--- src/rtl/coin_feed_scheduler.sv ---
// coin_feed_scheduler: queues coin sensor pulses and feeds them one at a time
// to vending_machine, then runs the dispenser / change-return handshakes.
module coin_feed_scheduler #(
    parameter int unsigned DEPTH   = 4,
    parameter int unsigned TIMEOUT = 15
) (
    input  logic                     clk,
    input  logic                     rst_n,
    input  logic                     five_in,
    input  logic                     ten_in,
    output logic                     five_coin,
    output logic                     ten_coin,
    input  logic                     bottle,
    input  logic                     change,
    output logic                     disp_req,
    input  logic                     disp_done,
    output logic                     chg_req,
    input  logic                     chg_done,
    output logic                     coin_reject,
    output logic                     fault,
    output logic                     busy,
    output logic [$clog2(DEPTH):0]   fifo_count
);

    localparam int unsigned AW = $clog2(DEPTH);
    localparam int unsigned CW = AW + 1;
    localparam int unsigned TW = 8;

    typedef enum logic [2:0] {
        S_IDLE,
        S_FEED,
        S_CHECK,
        S_DISPENSE,
        S_CHANGE,
        S_FAULT
    } state_t;

    state_t         state;
    state_t         state_nxt;

    logic [DEPTH-1:0] mem;
    logic [AW-1:0]    wr_ptr;
    logic [AW-1:0]    rd_ptr;
    logic [TW-1:0]    tmo_cnt;
    logic             chg_lat;

    logic [CW-1:0]    free_c;
    logic             push_a_c;
    logic             push_b_c;
    logic             bit_a_c;
    logic             reject_c;
    logic             pop_c;
    logic             head_c;
    logic             have_coin_c;
    logic             tmo_hit_c;

    // Admission: decide which sensor pulses fit in the FIFO (five before ten).
    always_comb begin
        push_a_c = 1'b0;
        push_b_c = 1'b0;
        bit_a_c  = 1'b0;
        reject_c = 1'b0;
        free_c   = CW'(DEPTH) - fifo_count;
        if (state == S_FAULT) begin
            reject_c = five_in | ten_in;
        end else if (five_in && ten_in) begin
            if (free_c >= CW'(2)) begin
                push_a_c = 1'b1;
                push_b_c = 1'b1;
            end else if (free_c == CW'(1)) begin
                push_a_c = 1'b1;
                reject_c = 1'b1;
            end else begin
                reject_c = 1'b1;
            end
        end else if (five_in || ten_in) begin
            if (free_c != CW'(0)) begin
                push_a_c = 1'b1;
                bit_a_c  = ten_in;
            end else begin
                reject_c = 1'b1;
            end
        end
    end

    assign have_coin_c = (fifo_count != CW'(0));
    assign head_c      = mem[rd_ptr];
    assign tmo_hit_c   = (tmo_cnt == TW'(TIMEOUT - 1));
    assign pop_c       = (state_nxt == S_FEED);

    // State register.
    always_ff @(posedge clk or negedge rst_n) begin
        if (!rst_n) begin
            state <= S_IDLE;
        end else begin
            state <= state_nxt;
        end
    end

    // Next-state logic; a done seen on the expiry cycle takes priority over timeout.
    always_comb begin
        state_nxt = state;
        case (state)
            S_IDLE: begin
                if (have_coin_c) state_nxt = S_FEED;
            end
            S_FEED: begin
                state_nxt = S_CHECK;
            end
            S_CHECK: begin
                if (bottle)           state_nxt = S_DISPENSE;
                else if (change)      state_nxt = S_CHANGE;
                else if (have_coin_c) state_nxt = S_FEED;
                else                  state_nxt = S_IDLE;
            end
            S_DISPENSE: begin
                if (disp_done) begin
                    if (chg_lat)          state_nxt = S_CHANGE;
                    else if (have_coin_c) state_nxt = S_FEED;
                    else                  state_nxt = S_IDLE;
                end else if (tmo_hit_c) begin
                    state_nxt = S_FAULT;
                end
            end
            S_CHANGE: begin
                if (chg_done) begin
                    if (have_coin_c) state_nxt = S_FEED;
                    else             state_nxt = S_IDLE;
                end else if (tmo_hit_c) begin
                    state_nxt = S_FAULT;
                end
            end
            S_FAULT: begin
                state_nxt = S_FAULT;
            end
            default: begin
                state_nxt = S_IDLE;
            end
        endcase
    end

    // Coin FIFO storage and occupancy; pop happens on every entry to FEED.
    always_ff @(posedge clk or negedge rst_n) begin
        if (!rst_n) begin
            mem        <= '0;
            wr_ptr     <= '0;
            rd_ptr     <= '0;
            fifo_count <= '0;
        end else begin
            if (push_a_c) mem[wr_ptr] <= bit_a_c;
            if (push_b_c) mem[wr_ptr + AW'(1)] <= 1'b1;
            wr_ptr     <= wr_ptr + AW'(push_a_c) + AW'(push_b_c);
            rd_ptr     <= rd_ptr + AW'(pop_c);
            fifo_count <= fifo_count + CW'(push_a_c) + CW'(push_b_c) - CW'(pop_c);
        end
    end

    // Handshake timeout counter, cleared on each entry to DISPENSE or CHANGE.
    always_ff @(posedge clk or negedge rst_n) begin
        if (!rst_n) begin
            tmo_cnt <= '0;
        end else if ((state_nxt != state) &&
                     ((state_nxt == S_DISPENSE) || (state_nxt == S_CHANGE))) begin
            tmo_cnt <= '0;
        end else if ((state == S_DISPENSE) || (state == S_CHANGE)) begin
            tmo_cnt <= tmo_cnt + TW'(1);
        end
    end

    // Remember the change request seen in CHECK for use after dispensing.
    always_ff @(posedge clk or negedge rst_n) begin
        if (!rst_n) begin
            chg_lat <= 1'b0;
        end else if (state == S_CHECK) begin
            chg_lat <= change;
        end
    end

    // Registered outputs, derived from the state being entered.
    always_ff @(posedge clk or negedge rst_n) begin
        if (!rst_n) begin
            five_coin   <= 1'b0;
            ten_coin    <= 1'b0;
            disp_req    <= 1'b0;
            chg_req     <= 1'b0;
            coin_reject <= 1'b0;
            fault       <= 1'b0;
            busy        <= 1'b0;
        end else begin
            five_coin   <= pop_c & ~head_c;
            ten_coin    <= pop_c & head_c;
            disp_req    <= (state_nxt == S_DISPENSE);
            chg_req     <= (state_nxt == S_CHANGE);
            coin_reject <= reject_c;
            fault       <= fault | (state_nxt == S_FAULT);
            busy        <= (state_nxt != S_IDLE);
        end
    end

endmodule
--- config.mk ---
export PLATFORM = sky130hd
export DESIGN_NAME = coin_feed_scheduler
export DESIGN_NICKNAME = d
export VERILOG_FILES = /design/src/rtl/coin_feed_scheduler.sv
export SDC_FILE = /design/constraint.sdc
export NUM_CORES = 1
export LEC_CHECK = 0
export CAP_MARGIN = 0
export CORE_UTILIZATION = 56
export CTS_CLUSTER_SIZE = 24
export DETAILED_ROUTE_END_ITERATION = 10
export GPL_ROUTABILITY_DRIVEN = 0
export PLACE_DENSITY = 0.79
export SLEW_MARGIN = 20
export SYNTH_ARGS = -nofsm -noshare
export SYNTH_HDL_FRONTEND = slang
export SYNTH_SLANG_ARGS = --single-unit
--- constraint.sdc ---
create_clock -name clk -period 4 [get_ports clk]
set_input_delay 0.8 -clock clk [delete_from_list [all_inputs] [get_ports clk]]
set_output_delay 0.8 -clock clk [all_outputs]
set_load 0.02 [all_outputs]
Word-level counts from Yosys, hierarchy flattened
Cells that the tools add are included.
Storage, ports and cells
  flip-flop bits (word level): 30
  bits in latches: 0
  RAM bits: 0
  bits in read-only memories: 0
  bits of input ports: 8
  output and inout port bits: 10
  word-level logic and storage cells: 97
  memories: 0
Cells by class
  $add $sub $neg: 9
  multipliers: 0
  divide/modulo/power cells: 0
  magnitude comparators: 6
  eq/ne operators: 12
  shifts and indexed selects: 0
  muxes and demuxes: 38
  bitwise operators: 6
  reduce and logical (&&, ||, !) cells: 12
Operators by type and width (number)
  $mux 1: 22
  $mux 3: 7
  $pmux 3 s6: 1
  $mux 8: 2
  $eq 3x3->1 const B: 4
  $eq 3x1->1 const B: 3
  $eq 3x2->1 const B: 3
  $lt 2x3->1 const B: 3
  $reduce_bool 3->1: 3
  $add 8x1->8 const B: 1
  $eq 8x4->1 const B: 1
  $mux 4: 2
  $add 2x1->2: 3
  $add 3x1->3: 2
  $bwmux 4: 1
  $demux 1 s2: 2
  $ge 2x1->1 const B: 2
  $logic_and 1x1->1: 4
  $or 4x4->4: 1
  $ge 3x2->1 const B: 1
  $logic_not 3->1: 1
  $logic_or 1x1->1: 3
  $ne 3x3->1: 1
  $sub 3x1->3: 1
  other kinds (7): 9

Logic depth before layout (Yosys ltp)
  depth in word-level cells: 10
  depth in mapped cells: 14
  mapped depth without buffers: 14

Worst setup path before layout
Ideal clock, no wire load.
  kind: register to register
  from: reg fifo_count[0]
  to: reg fifo_count[2]
  setup time: 0.125 ns
  arrival time: 3.091 ns
  required time: 3.875 ns
  setup slack: 0.784 ns
  cell stages (with the launch flop): 13
  buffers on the path: 0
  period minus slack after synthesis: 3.216 ns
  cells stage by stage: dfrtp_1 > inv_1 > ha_1 > ha_1 > or3b_2 > o21ai_0 > a31o_2 > ha_1 > inv_1 > fa_1 > fa_1 > xnor2_1 > xnor2_1
On the way
  longest elaborated chain between the ends: 9
  elaborated cells on any way between the ends: 26
  those cells by class: add/sub: 4; order compare: 1; eq/ne: 2; mux: 17; reduce/logical: 2
Ends and longest elaborated chain
  start, declared: RTL line 22  | output logic [$clog2(DEPTH):0] fifo_count
  start signal, assigned: RTL line 154  | fifo_count <= fifo_count + CW'(push_a_c) + CW'(push_b_c) - CW'(pop_c);
  parallel branches: the longest is 8 deep, another holds $sub 3x3->3
  $sub 3x1->3 (*): RTL line 154
Mark *: on every way between the ends.
A chain may end at the register's enable or synchronous reset.

Final worst setup path
  from: in disp_done
  to: reg fifo_count[2]
On the way
  longest elaborated chain between the ends: 4
Ends and longest elaborated chain
  start, declared: RTL line 16  | input logic disp_done,
  $mux 3: RTL line 117  | if (disp_done) begin
  $pmux 3 s6: RTL line 103  | case (state)
  $eq 3x1->1: RTL line 89  | assign pop_c = (state_nxt == S_FEED);
  $sub 3x1->3: RTL line 154
Every way passes these cells.

==> results.md <==
* Run status: finished with violations
* Failing checks: design-rule violations
* Tmin final at about 3.4 ns
* Synthesis-stage register bit count at 30
* Pre-antenna DRT Iters at 8
* Flop-to-flop setup slack at between 0.6 and 0.7 ns
* Worst hold start: fault$_DFF_PN0_
* Hold Path Stages at 1
* Worst path slowest cell: clkdlybuf4s50_1
* RR Endpoint: fifo_count[2]$_DFF_PN0_
* H-tree levels at 2
* Largest net degree at the start of global routing at 31
* Rows at 19
* Total nets after synthesis at 185
* DRC at 2
* Routed wire length at between 3 and 4 mm
* Die height at 57.2 um
* Ant. Diodes at 0
* Total CTS buffers at 5
* CTS clk-pin slew, worst paths at roughly 0.090 ns
* Initial antenna violation count at 0
* Port bufs at 17
* Unrepaired setup endpoints after global routing: no
* # Post-CTS Setup Buffers at 0
* Post-route ant nets at 0
* Number of vias per cell at slightly above 6
* Startpoint types: primary input
* Die W at ~57 um
* Mapped Cells at 165
* Util after Layout at 0.700
* Final hold slack at roughly 0.47 ns
* Most used DFF post-synth: dfrtp_1
* Layout Skew at 0.00657 ns
* Slew @ Worst Pin at roughly 0.42 ns
* Final period util at 0.854
* EDFF count, synth at 0
* Async SR Flop Fraction at 1.00
* Leakage Power at 0.921 nW
* CTS tree: built
* Worst rel slew slack at 0.715
* Clock sink count at 30
* Root Buffer: clkbuf_4
* Final hold vios at 0
* First-pass GRT wire length at approximately 5.8 mm
* Highest Clock Rate at slightly below 0.3 GHz
* CTS Buffer Depth at 2
* Syn-to-layout area delta at 16.0%
* Die ar. at 3270 um2
* Worst-path cell chain: clkdlybuf4s50_1 > and4bb_2 > nand3_1 > and4b_1 > nand4_1 > inv_1 > ha_1 > inv_1 > fa_1 > fa_1 > xnor2_1 > xnor2_1
* Syn Area/Cell at slightly above 10 um2
* I/O pin count at 18
* Core Box Area at between 2000 and 3000 um2
* Total global routing overflow at 0
* Fin nets at around 210
* Post-CTS Resized at 0
* Setup_tns at 0 ns
* Setup slack after layout at roughly 0.58 ns
* Layout fillers at between 200 and 250
* Pre-CTS setup slack at between 0.2 and 0.25 ns
* Hold buffers post-CTS at 0
* Crit. End Element: flop
* Clock Latency Late Sink at roughly 0.33 ns
* Synth unique cells at between 40 and 50
* CP Data Arrival Time at approximately 3.7 ns
* Endpoints failing setup at 0
* Via count at 1346
* Synthesized area at about 1700 um2
* Hold EP: fault$_DFF_PN0_
* Ys Warns at 0
* Max FO, Critical Path at 5
* Total global-route track usage at 0.235
* Peak supply drop at approximately 0.00049 V
* Sequential element share of the synthesized area at 0.440
* Pwr per Cell Area at ~800 nW/um2
* CP Class: primary input to flop
* Vias in the first global route at between 1000 and 1500
* Routed WL per cell at approximately 15 um
* Worst min path class: flop to flop
* Starting Density at 0.604
* Layout cell share with drive strength beyond 1 at 0.111
* DR iter-0 viols at between 80 and 90
* Max Slew Vio Count at 0
* Worst R2R Start: fifo_count[0]$_DFF_PN0_
* Max Cap Violations at 0
* R2R depth at 12
* Slowest stage delay, CP at roughly 0.47 ns
* Req. time, crit path at 4.26 ns
* Dpl hpwl at between 2 and 2.5 mm
flip-flops by register name, summed over array words and instances, names as in the netlist:
signal and count:
busy 1, chg_lat 1, chg_req 1, coin_reject 1
disp_req 1, fault 1, fifo_count 3, five_coin 1
mem 4, rd_ptr 2, state 3, ten_coin 1
tmo_cnt 8, wr_ptr 2
cell type report:
cell class,instances,area (um2),share of cell area
multi-input cells,117,886,0.447
flip-flops and latches,30,751,0.379
repair buffers,19,185,0.0935
inverters,15,56.3,0.0284
clock buffers,6,51.3,0.0259
well taps,31,38.8,0.0196
clock inverters,2,12.5,0.00632
how the worst max path moves through the flow:
stage,startpoint,end,slack (ns),cells past startpoint
global placement,disp_done,fifo_count[2]$_DFF_PN0_,0.36,12
floorplan,fifo_count[0]$_DFF_PN0_,fifo_count[2]$_DFF_PN0_,0.78,12
finish,disp_done,fifo_count[2]$_DFF_PN0_,0.58,12
CTS,disp_done,fifo_count[2]$_DFF_PN0_,0.59,12
detailed placement,disp_done,fifo_count[2]$_DFF_PN0_,0.23,12
global route,disp_done,fifo_count[2]$_DFF_PN0_,0.46,12
metrics by stage:
step / cells / instance area [um2] / power, W
final: 220 / 1980 / 0.00161
after global routing: 220 / 1980 / 0.00175
after CTS: 220 / 1980 / 0.00162
after detailed placement: 212 / 1920 / 0.00142
after global placement: 212 / 1920 / 0.00138
after floorplan: 165 / 1710 / 0.00116
synthesized netlist by cell type (2+ instances only):
master	n	area, um2
nand3b_1	2	15.0
ha_1	9	113
xor2_1	8	70.1
dfrtp_1	30	751
a31oi_1	4	25.0
fa_1	3	60.1
nand2_1	11	41.3
nand3_1	5	25.0
a21boi_0	2	15.0
o211ai_1	2	15.0
and3_1	3	18.8
clkbuf_1	2	7.51
and4b_1	2	20.0
xnor2_1	3	26.3
inv_1	15	56.3
a21o_1	4	30.0
nor3_1	2	10.0
nor2_1	7	26.3
o21ai_0	8	40.0
a21oi_1	12	60.1
nand4_1	6	37.5
worst max-delay path, delay by kind of cell:
family	cells	cell delay [ns]
simple gates	4	0.93
buf+inv	3	0.59
fa+ha+maj	3	1.04
xor+xnor	2	0.32
per-layer routing:
layer / global-route usage / up-vias / wire length (um)
met2: 0.356 / 40 / 1540
met5: 0 / - / 0
li1: - / 641 / -
met4: 0.105 / 0 / 57
met1: 0.329 / 659 / 1560
met3: 0.0476 / 6 / 140
cells by family after synthesis:
family | share of synthesized area
flip-flops | 0.440
multiplexers | 0.0198
AO/OA/AOI/OAI | 0.164
AND/OR/NAND/NOR | 0.177
XOR/XNOR | 0.0564
buffers and inverters | 0.0418
adder cells (fa/ha/maj) | 0.101
cells in the final DEF, fill, tap and decap left out, drive strengths merged, types with 3 or more instances in the layout:
cell	count
dfrtp	30
clkdlybuf4s50	17
inv	15
a21oi	12
nand2	11
ha	9
o21ai	9
xor2	8
nor2	7
nand4	6
clkbuf	6
nand3	5
a21o	4
a31oi	4
xnor2	3
and3	3
fa	3
a21boi	3
report_power, final:
part           internal, W  leakage, nW  total [W]  switching (W)
Combinational     0.000388        0.516   0.000844       0.000456
Clock            0.0000844       0.0343   0.000197       0.000113
Sequential        0.000432        0.371   0.000568       0.000137
Note: power is estimated with default switching activity, not from simulation.
